[config.mk]
export PLATFORM = sky130hd
export DESIGN_NAME = mult_error_accum
export DESIGN_NICKNAME = d
export VERILOG_FILES = /design/src/rtl/mult_error_accum.sv
export SDC_FILE = /design/constraint.sdc
export NUM_CORES = 1
export LEC_CHECK = 0
export ABC_AREA = 0
export BUFFER_PORTS_ARGS = -buffer_cell sky130_fd_sc_hd__buf_2
export CAP_MARGIN = 20
export CORE_UTILIZATION = 53
export DETAILED_ROUTE_END_ITERATION = 10
export PLACE_DENSITY = 0.75
export SLEW_MARGIN = 5
export SYNTH_ARGS = -nofsm -noshare
export SYNTH_HDL_FRONTEND = slang
export SYNTH_SLANG_ARGS = --single-unit
export TNS_END_PERCENT = 20
[constraint.sdc]
create_clock -name clk -period 12.9 [get_ports clk]
set_input_delay 2.58 -clock clk [delete_from_list [all_inputs] [get_ports clk]]
set_output_delay 2.58 -clock clk [all_outputs]
set_load 0.02 [all_outputs]
[src/rtl/mult_error_accum.sv]
// mult_error_accum: error statistics (count, ED sum, max ED) for approximate multiplier outputs.
// Define MULT_ERR_SQ_EN to also accumulate the saturating sum of squared ED on sum_sq_ed.
module mult_error_accum #(
    parameter int WIDTH = 8,
    parameter int CNT_W = 32,
    parameter int ACC_W = 48
) (
    input  logic             clk,
    input  logic             rst,
    input  logic             start,
    input  logic [CNT_W-1:0] num_samples,
    input  logic             in_valid,
    output logic             in_ready,
    input  logic [WIDTH-1:0] op_a,
    input  logic [WIDTH-1:0] op_b,
    input  logic [2*WIDTH:0] approx_prod,
    output logic             busy,
    output logic             done,
    output logic [CNT_W-1:0] sample_count,
    output logic [CNT_W-1:0] err_count,
    output logic [ACC_W-1:0] sum_ed,
    output logic [2*WIDTH:0] max_ed,
    output logic [ACC_W-1:0] sum_sq_ed
);
    localparam int EDW = 2*WIDTH+1;
    localparam int SW  = ((ACC_W > EDW) ? ACC_W : EDW) + 1;

    typedef enum logic [1:0] {IDLE, RUN, DRAIN, DONE} state_t;
    state_t state, state_nxt;

    logic [CNT_W-1:0] num_q, accepted;
    logic [2:1]       vld_pipe;
    logic             xfer, clr;
    logic [WIDTH-1:0] s1_a, s1_b;
    logic [EDW-1:0]   s1_p, exact_c, ed_c, ed_q;
    logic [SW-1:0]    sum_ext;

    assign xfer = in_valid & in_ready;
    assign clr  = (state == IDLE) & start;

    always_ff @(posedge clk or posedge rst) begin
        if (rst) state <= IDLE;
        else     state <= state_nxt;
    end

    always_comb begin
        state_nxt = state;
        case (state)
            IDLE:    if (start) state_nxt = (num_samples != '0) ? RUN : DONE;
            RUN:     if (xfer && accepted == num_q - CNT_W'(1)) state_nxt = DRAIN;
            DRAIN:   if (vld_pipe == '0) state_nxt = DONE;
            DONE:    state_nxt = IDLE;
            default: state_nxt = IDLE;
        endcase
    end

    always_comb begin
        in_ready = (state == RUN) && (accepted < num_q);
        busy     = (state == RUN) || (state == DRAIN);
        done     = (state == DONE);
    end

    always_ff @(posedge clk or posedge rst) begin
        if (rst) begin
            num_q    <= '0;
            accepted <= '0;
        end else if (clr) begin
            num_q    <= num_samples;
            accepted <= '0;
        end else if (xfer) begin
            accepted <= accepted + CNT_W'(1);
        end
    end

    // Fixed three-stage pipe: S1 capture, S2 exact product / ED, S3 statistics.
    always_ff @(posedge clk or posedge rst) begin
        if (rst) vld_pipe <= '0;
        else     vld_pipe <= {vld_pipe[1], xfer};
    end

    assign exact_c = EDW'(s1_a) * EDW'(s1_b);
    assign ed_c    = (s1_p >= exact_c) ? s1_p - exact_c : exact_c - s1_p;

    always_ff @(posedge clk or posedge rst) begin
        if (rst) begin
            s1_a <= '0;
            s1_b <= '0;
            s1_p <= '0;
            ed_q <= '0;
        end else begin
            if (xfer) begin
                s1_a <= op_a;
                s1_b <= op_b;
                s1_p <= approx_prod;
            end
            if (vld_pipe[1]) ed_q <= ed_c;
        end
    end

    // Widened add so the carry out of ACC_W bits is visible for saturation.
    assign sum_ext = SW'(sum_ed) + SW'(ed_q);

    always_ff @(posedge clk or posedge rst) begin
        if (rst) begin
            sample_count <= '0;
            err_count    <= '0;
            sum_ed       <= '0;
            max_ed       <= '0;
        end else if (clr) begin
            sample_count <= '0;
            err_count    <= '0;
            sum_ed       <= '0;
            max_ed       <= '0;
        end else if (vld_pipe[2]) begin
            sample_count <= sample_count + CNT_W'(1);
            if (ed_q != '0) err_count <= err_count + CNT_W'(1);
            sum_ed <= (|sum_ext[SW-1:ACC_W]) ? '1 : sum_ext[ACC_W-1:0];
            if (ed_q > max_ed) max_ed <= ed_q;
        end
    end

`ifdef MULT_ERR_SQ_EN
    localparam int SQW = 2*EDW;
    localparam int QW  = ((ACC_W > SQW) ? ACC_W : SQW) + 1;

    logic [SQW-1:0]   sq_q;
    logic [QW-1:0]    sq_ext;
    logic [ACC_W-1:0] sum_sq_q;

    assign sq_ext = QW'(sum_sq_q) + QW'(sq_q);

    always_ff @(posedge clk or posedge rst) begin
        if (rst)              sq_q <= '0;
        else if (vld_pipe[1]) sq_q <= SQW'(ed_c) * SQW'(ed_c);
    end

    always_ff @(posedge clk or posedge rst) begin
        if (rst)              sum_sq_q <= '0;
        else if (clr)         sum_sq_q <= '0;
        else if (vld_pipe[2]) sum_sq_q <= (|sq_ext[QW-1:ACC_W]) ? '1 : sq_ext[ACC_W-1:0];
    end

    assign sum_sq_ed = sum_sq_q;
`else
    assign sum_sq_ed = '0;
`endif

endmodule

# Word-level counts from Yosys, hierarchy flattened
# Index checks and enable logic that the tools add are counted.
[op_classes]
addsub = 7
mul = 1
n_lt_le_gt_ge = 3
n_eq_ne = 7
muxes = 19
n_bitwise = 2
reduce_logical = 14
[ops]
columns = ["op", "count"]
rows = [
  ["32-bit 2-to-1 mux", 7],
  ["48-bit 2-to-1 mux", 3],
  ["32-bit by 1-bit adder with 32-bit output, second input constant", 3],
  ["17-bit 2-to-1 mux", 4],
  ["48-bit by 17-bit adder with 49-bit output", 1],
  ["32-bit == test", 1],
  ["32-bit less-than comparator", 1],
  ["32-bit nonzero test", 1],
  ["32-bit by 1-bit subtractor with 32-bit output, second input constant", 1],
  ["17-bit by 16-bit greater-or-equal comparator with 1-bit output", 1],
  ["17-bit > comparator", 1],
  ["17-bit nonzero test", 1],
  ["16-bit by 17-bit subtractor with 17-bit output", 1],
  ["17-bit by 16-bit subtractor with 17-bit output", 1],
  ["8-bit by 8-bit multiplier with 16-bit output", 1],
  ["2-bit 2-to-1 mux", 4],
  ["2-bit one-hot mux with 4 select lines", 1],
  ["2-bit nonzero test", 4],
  ["2-bit inequality test, second input constant", 3],
  ["2-bit == test, second input constant", 2],
  ["2-bit logical NOT", 2],
  ["2-bit AND reduction", 2],
  ["3-bit AND reduction", 1],
  ["1-bit bitwise AND", 2],
  ["other kinds (3)", 4],
]
[totals]
ff_bits = 247
inputBits = 69
output_inout_bits = 180
elab_cells = 65

# Logic depth before layout (Yosys ltp)
# Gate-level depths: netlist (run 1).
[depth]
word_depth = 6
mapped_depth = 28
depth_no_buf = 26

# Least setup slack after synthesis (run 1)
# OpenSTA, ideal clock, no wires.
[synth_timing]
kind = "reg2reg"
from = "register s1_a[1]"
to = "register ed_q[8]"
setup_time_ns = 0.137
arrival_ns = 6.361
t_required_ns = 12.763
setup_slack_ns = 6.402
stages_incl_launch_ff = 27
n_path_buf = 2
synth_period_minus_slack_ns = 6.498
cell_sequence = "dfrtp_1 and2_1 fa_1 fa_1 inv_1 fa_1 fa_1 inv_1 ha_1 inv_1 o21bai_1 a211o_1 a31oi_1 nor2b_1 o21a_1 o41a_1 xor2_1 ha_1 clkbuf_1 nand4_1 o31ai_1 a21o_1 nor2_1 buf_2 mux2i_1 xor2_1 a21oi_1"
[synth_between]
elab_chain_cells = 3
elab_cells_between_ends = 5
cone_classes = "add/sub (2); mul (1); order compare (1); mux (1)"
[synth_lines]
columns = ["element", "line_no", "source"]
rows = [
  ["start: declaration", "34", "logic [WIDTH-1:0] s1_a, s1_b;"],
  ["start signal: assignment", "92", "s1_a <= op_a;"],
  ["8-bit by 8-bit multiplier with 16-bit output *", "81", "assign exact_c = EDW'(s1_a) * EDW'(s1_b);"],
  ["16-bit by 17-bit subtractor with 17-bit output (tied with other cells)", "82", "assign ed_c = (s1_p >= exact_c) ? s1_p - exact_c : exact_c - s1_p;"],
  ["17-bit 2-to-1 mux *", "82", ""],
  ["end signal: assignment", "89", "ed_q <= '0;"],
  ["end signal: assignment", "96", "if (vld_pipe[1]) ed_q <= ed_c;"],
  ["end: declaration", "35", "logic [EDW-1:0] s1_p, exact_c, ed_c, ed_q;"],
]
# Every way passes the cells marked *; elsewhere a longest branch is shown, timed or not.
# A chain may end at the register's enable or synchronous reset.

# Final worst setup path (run 1)
[layout_timing]
from = "register s1_a[1]"
to = "register ed_q[12]"
# Same word-level chain as after synthesis.

==> results of run 1 <==
-- state kept, by name, indices dropped and copies added, names as in the netlist, 17 cells and up --
name,flops
sum_ed,48
num_q,32
err_count,32
sample_count,32
ed_q,17
s1_p,17
accepted,32
max_ed,17
-- cell families (layout without fill, tap and decap cells) --
group / count (synthesis) / count (layout) / share of synthesized area
AOI/OAI and AO/OA: 370 / 370 / 0.1261
xor gates and xnor gates: 160 / 160 / 0.07836
adders and majority gates: 182 / 182 / 0.1437
buffers and inverters: 273 / 426 / 0.06787
DFF: 247 / 247 / 0.3456
muxes: 77 / 77 / 0.04604
other: 1 / 48 / 0.0002097
and+or+nand+nor: 682 / 682 / 0.1921
-- cell usage after synthesis, drive strengths merged, types with 7 or more instances --
| cell | instances | area share |
|---|---|---|
| a21o | 33 | 0.014 |
| and4 | 18 | 0.0088 |
| nor3 | 40 | 0.011 |
| inv | 160 | 0.034 |
| xnor2 | 82 | 0.040 |
| a31o | 7 | 0.0034 |
| nor2 | 201 | 0.042 |
| o31ai | 8 | 0.0034 |
| nand4 | 50 | 0.017 |
| dfrtp | 247 | 0.35 |
| a31oi | 27 | 0.0094 |
| nand3 | 52 | 0.015 |
| o21a | 9 | 0.0038 |
| a211oi | 15 | 0.0063 |
| and3 | 30 | 0.010 |
| nor2b | 8 | 0.0028 |
| buf | 57 | 0.023 |
| o21ai | 113 | 0.032 |
| ha | 143 | 0.10 |
| a211o | 10 | 0.0049 |
| nor4 | 30 | 0.013 |
| nand2 | 142 | 0.030 |
| mux2i | 38 | 0.021 |
| clkbuf | 54 | 0.011 |
| xor2 | 78 | 0.038 |
| a21oi | 107 | 0.030 |
| mux2 | 39 | 0.025 |
| or3 | 16 | 0.0056 |
| a311oi | 8 | 0.0039 |
| and2 | 68 | 0.024 |
| fa | 39 | 0.044 |
| nand2b | 7 | 0.0024 |
-- power breakdown --
| part | switching (mW) | leakage [nW] | internal, mW | total (mW) |
|---|---|---|---|---|
| Sequential | 0.165 | 2.78 | 0.899 | 1.06 |
| Combinational | 1.61 | 6.22 | 1.05 | 2.65 |
| Clock | 0.346 | 0.514 | 0.563 | 0.909 |
-- layout make-up --
cell class	instances	area, µm²	share of cell area
clock inverters	15	247.7	0.01229
inverters	162	615.6	0.03053
clock buffers	39	813.3	0.04034
flip-flops and latches	247	6181	0.3066
repair buffers	210	1076	0.05337
well taps	442	553.0	0.02743
multi-input cells	1519	10680	0.5295
-- how the worst max path moves through the flow --
stage	to	slack, ns	cells past startpoint
final	ed_q[12]	5.82	25
after global routing	ed_q[12]	5.36	25
after CTS	ed_q[12]	5.89	25
after detailed placement	ed_q[12]	5.92	25
after global placement	ed_q[12]	6.06	25
after floorplan	accepted[0]	3.53	1
-- metrics by stage --
stage	hold WS, ns	area [µm²]
finish	0.5228	20160
detailed placement	0.5140	19100
global route	0.5642	20160
global placement	0.5080	19100
floorplan	0.3873	18060
CTS	0.5243	20160
-- metal layers --
| metal | vias to the layer above | GRT usage |
|---|---|---|
| met1 | 7280 | 0.3350 |
| met5 | - | 0 |
| met3 | 94 | 0.03581 |
| li1 | 7202 | - |
| met2 | 422 | 0.4482 |
| met4 | 0 | 0.09180 |
-- critical path: stages (launching register included) --
cell	delay, ns
dfrtp_1	0.46
and2_1	0.21
fa_1	0.46
fa_1	0.54
inv_1	0.05
fa_1	0.46
fa_1	0.54
inv_1	0.04
ha_1	0.33
inv_1	0.07
o21bai_1	0.09
a211o_1	0.30
a31oi_1	0.28
nor2b_1	0.08
o21a_1	0.19
o41a_1	0.36
xor2_1	0.16
ha_1	0.44
nand4_1	0.18
o31ai_1	0.48
a21o_1	0.22
nor2_1	0.07
buf_4	0.24
a211o_1	0.34
and4_1	0.21
o31ai_1	0.18
==> results.sh, run 1 <==
export IMPL_worstMarginPinSlew_ns=1.038
export IMPL_reg2reg_slack_ns=5.82
export IMPL_numCtsBuffers=29
export IMPL_place_ws_ns=5.918
export IMPL_slew_limit_headroom=0.3077
export IMPL_start_kind="flip-flop"
export IMPL_critPathMaxFanout=16
export IMPL_area_delta_synth_final_pct=12.74
export IMPL_wl_per_cell_um=17.09
export IMPL_fin_ws_ns=5.824
export IMPL_grt_overflow_total=0
export IMPL_synthCells=1992
export IMPL_cts_num_sinks=247
export IMPL_yosysUniqueCellTypes=68
export IMPL_layout_common_cells="dfrtp_1 (247), nor2_1 (201), buf_2 (200)"
export IMPL_dieArea_mm2=0.03448
export IMPL_numPortBuffers=200
export IMPL_ctsHoldBuffers=0
export IMPL_period_needed_ns=7.076
export IMPL_timing_fmax_mhz=141.3
export IMPL_hold_end="sum_ed[22]"
export IMPL_drc=0
export IMPL_worstReg2RegEnd="ed_q[12]"
export IMPL_leakage_nw=9.521
export IMPL_die_y_um=185.7
export IMPL_p_per_area_mw_per_mm2=229.5
export IMPL_end_kind="flip-flop"
export IMPL_syn_area_mm2=0.01788
export IMPL_setup_viol=0
export IMPL_placed_cells=2580
export IMPL_fin_worst_skew_ns=0.01719
export IMPL_grt_pass1_wl_um=72900
export IMPL_core_area_mm2=0.03287
export IMPL_h_tree_depth=1
export IMPL_start_util=0.5441
export IMPL_synth_edf_count=0
export IMPL_finalPower_mw=4.627
export IMPL_firstDrtPassIters=5
export IMPL_cap_violations=0
export IMPL_die_w_um=185.7
export IMPL_grt_pass1_vias=14530
export IMPL_wl_met3_um=2436
export IMPL_clk_transition_reported_paths_ns=0.06
export IMPL_final_cells=2634
export IMPL_timing_rr_start="s1_a[1]"
export IMPL_viasPerCell=5.694
export IMPL_yosys_warnings=0
export IMPL_wl_met2_um=21890
export IMPL_clk_latency_ns=0.56
export IMPL_cts_resized=0
export IMPL_peakVddDrop_mv=0.2252
export IMPL_rows=66
export IMPL_io_pins=249
export IMPL_arrival_ns=7.53
export IMPL_ys_async_sr_fraction=1.000
export IMPL_hold_path_cell_count=1
export IMPL_status="finished, final reports clean"
export IMPL_routabilityCongestion=0.9562
export IMPL_utilization=0.6134
export IMPL_clockBufferDepth=3
export IMPL_nets=2420
export IMPL_route_final_wire_length_um=45020
export IMPL_fillers=2878
export IMPL_grt_max_degree=127
export IMPL_grt_use_total=0.2609
export IMPL_cts_root_buf="clkbuf_16"
export IMPL_cts_setup_buffers=0
export IMPL_cts_tree="built"
export IMPL_drtAntennaViolNets=0
export IMPL_ys_seq_area_frac=0.3456
export IMPL_fin_crit_sh=0.5485
export IMPL_hold_viol_final=0
export IMPL_grt_antenna_before_repair=0
export IMPL_critical_path_class="reg -> reg"
export IMPL_via_count=15000
export IMPL_fin_setup_tns_ns=0
export IMPL_rsz0062_at_grt="no"
export IMPL_layout_commonest_cell="dfrtp_1"
export IMPL_reg2regPathDepth=25
export IMPL_drtIter0Drc=979
export IMPL_wl_met1_um=19130
export IMPL_hold_path_class="reg -> reg"
export IMPL_cp_required_ns=13.36
export IMPL_startpoint="s1_a[1]"
export IMPL_maxSlewViolCount=0
export IMPL_drive_above_1_share=0.1464
export IMPL_min_from="sum_ed[22]"
export IMPL_hpwl_um=33510
export IMPL_diodes=0
export IMPL_synth_main_ff_cell="dfrtp_1"
export IMPL_synth_seq_cells=247
export IMPL_dr_max_layer_used="met4"
export IMPL_syn_avg_cell_area_um2=8.978
(Power assumes the default switching activity.)
==> inputs of run 2 (changes only) <==
Settings changed: PLACE_DENSITY 0.75 to 0.77.
Clock period 12.9 ns to 5.9 ns, I/O delays scaled along.
==> run 2 against run 1 <==
The flow now finishes with violations (setup timing). Sequential cell count unchanged. Via count increased by 3.2%. Clock skew grew 0.00090 ns. First-iteration DRC count is 14% higher. Worst setup slack got worse by 6.1 ns. Power is 150% higher. Sequential share of layout area decreased by 1.4 points. Non-clock buffer count grew 93. Design area grew 4.9%. Clock power increased by 110%. Hold slack improved by 0.011 ns. Largest cell class unchanged.
==> results.sh, run 2 (same netlist as run 1, synthesis figures left out) <==
export IMPL_status="complete, but fails checks"
export IMPL_violations="setup timing"
export IMPL_cap_violations=0
export IMPL_timing_rr_start="s1_b[2]"
export IMPL_cp_depth=25
export IMPL_setup_viol=16
export IMPL_clk_latency_ns=0.58
export IMPL_hold_viol_final=0
export IMPL_numCtsBuffers=29
export IMPL_route_final_wire_length_um=46430
export IMPL_grt_overflow_total=0
export IMPL_p_comb_frac=0.626
export IMPL_area_delta_synth_final_pct=18.30
export IMPL_hpwl_um=33930
export IMPL_period_needed_ns=6.206
export IMPL_rows=66
export IMPL_power_switching_mw=5.006
export IMPL_hold_path_cell_count=2
export IMPL_cts_tree="built"
export IMPL_largest_reg_flops=48
export IMPL_slew_limit_headroom=0.2511
export IMPL_layout_common_cells="dfrtp_1 (242), buf_2 (200), nor2_1 (197)"
export IMPL_worstPathBufferInverterCount=5
export IMPL_drive_above_1_share=0.2024
export IMPL_layout_commonest_cell="dfrtp_1"
export IMPL_start_util=0.5441
export IMPL_wl_per_cell_um=17.03
export IMPL_finalPower_mw=11.49
export IMPL_critPathMaxFanout=7
export IMPL_cpMostUsedCell="fa_1"
export IMPL_core_area_mm2=0.03287
export IMPL_firstDrtPassIters=6
export IMPL_reg2reg_slack_ns=-0.31
export IMPL_hold_end="err_count[31]"
export IMPL_io_pins=249
export IMPL_top_register="sum_ed"
export IMPL_final_cell_area_mm2=0.02116
export IMPL_dieArea_mm2=0.03448
export IMPL_h_tree_depth=1
export IMPL_grt_use_total=0.2661
export IMPL_worstReg2RegEnd="ed_q[16]"
export IMPL_die_y_um=185.7
export IMPL_arrival_ns=6.66
export IMPL_numPortBuffers=200
export IMPL_grt_antenna_before_repair=1
export IMPL_die_w_um=185.7
export IMPL_clk_transition_reported_paths_ns=0.06
export IMPL_hold_path_class="reg -> reg"
export IMPL_peakVddDrop_mv=0.5156
export IMPL_rsz0062_at_grt="yes"
export IMPL_drc=0
export IMPL_fin_ws_ns=-0.3062
export IMPL_p_per_area_mw_per_mm2=543.1
export IMPL_pwr_share_seq=0.204
export IMPL_cpMaxStageDelayCell="fa_1"
export IMPL_fin_setup_tns_ns=-3.252
export IMPL_cts_root_buf="clkbuf_16"
export IMPL_leakage_nw=10.02
export IMPL_routabilityCongestion=0.9403
export IMPL_cp_required_ns=6.36
export IMPL_maxSlewViolCount=0
export IMPL_via_count=15480
export IMPL_viasPerCell=5.680
export IMPL_start_kind="flip-flop"
export IMPL_nets=2513
export IMPL_place_ws_ns=-0.5557
export IMPL_clockBufferDepth=3
export IMPL_critical_path_class="reg -> reg"
export IMPL_min_from="err_count[31]"
export IMPL_p_clk_frac=0.170
export IMPL_place_area_mm2=0.01970
export IMPL_cts_num_sinks=247
export IMPL_grt_pass1_wl_um=74060
export IMPL_power_internal_mw=6.485
export IMPL_cp_top_family="adder cells"
export IMPL_reg2regPathDepth=25
export IMPL_grt_pass1_vias=15040
export IMPL_fin_crit_sh=1.052
export IMPL_drtAntennaViolNets=0
export IMPL_end_kind="flip-flop"
export IMPL_timing_fmax_mhz=161.1
export IMPL_whs_ns=0.5341
export IMPL_fin_worst_skew_ns=0.01809
export IMPL_max_stage_delay_ns=0.56
export IMPL_worstMarginPinSlew_ns=1.123
export IMPL_grt_max_degree=188
export IMPL_p_sw_frac=0.4356
export IMPL_ctsHoldBuffers=0
export IMPL_drtIter0Drc=1120
-- run 2: per-stage QoR --
| stage | instances | utilization |
|---|---|---|
| 5_1_grt | 2726 | 0.6437 |
| 2_1_floorplan | 2039 | - |
| 3_3_place_gp | 2656 | 0.5992 |
| 6_report | 2726 | 0.6437 |
| 4_1_cts | 2720 | 0.6397 |
| 3_5_place_dp | 2656 | 0.5992 |
-- run 2: layer usage --
| layer | share of wire | track usage | vias up | wire length [µm] |
|---|---|---|---|---|
| li1 | - | - | 7379 | - |
| met1 | 0.41 | 0.3330 | 7482 | 19180 |
| met2 | 0.48 | 0.4543 | 499 | 22390 |
| met3 | 0.062 | 0.04481 | 124 | 2891 |
| met4 | 0.042 | 0.1082 | 0 | 1965 |
| met5 | 0 | 0 | - | 0 |
-- run 2: area by class of cell --
type / count / area (µm²)
Fill cell: 2763 / 11710
Multi-Input combinational cell: 1519 / 10900
Sequential cell: 247 / 6187
Timing Repair Buffer: 303 / 1868
Clock buffer: 42 / 844.6
Inverter: 162 / 611.8
Tap cell: 442 / 553.0
Clock inverter: 10 / 192.7
Antenna cell: 1 / 2.502
-- run 2: power groups by stage --
stage | clock network [mW] | registers [mW] | logic, mW
finish | 1.95 | 2.34 | 7.20
global route | 2.05 | 2.38 | 7.88
CTS | 1.99 | 2.33 | 6.92
detailed placement | 0 | 2.36 | 6.59
global placement | 0 | 2.35 | 6.49
floorplan | 0 | 2.41 | 4.22
-- run 2: timing repair --
action | in CTS | in global routing
gates cloned | 0 | 0
pin swaps | 61 | 7
resized for setup | 57 | 16
buffers inserted | 12 | 4
endpoints found under the setup margin | 16 | 16
-- run 2: worst max path at each step --
stage	startpoint	to	slack (ns)
global route	s1_b[2]	ed_q[2]	-0.50
detailed placement	s1_a[1]	ed_q[2]	-0.56
finish	s1_b[2]	ed_q[16]	-0.31
floorplan	s1_a[1]	ed_q[8]	-0.60
global placement	s1_a[1]	ed_q[12]	-0.45
CTS	s1_b[2]	ed_q[16]	-0.19
-- run 2: worst register-to-register path, cell delays in order, from the launching register on --
cell     delay (ns)
dfrtp_2        0.45
nand2_2        0.08
fa_1           0.50
fa_1           0.56
inv_2          0.04
fa_1           0.49
inv_2          0.04
fa_1           0.48
inv_2          0.05
ha_4           0.21
a211o_1        0.33
a31oi_4        0.19
nor2b_1        0.06
o21a_1         0.21
o41a_1         0.42
xor2_1         0.17
ha_1           0.31
nand4_1        0.14
o31ai_2        0.32
a21o_1         0.18
nor2_2         0.06
buf_6          0.15
buf_6          0.11
mux2i_1        0.13
xor2_1         0.16
mux2_4         0.26
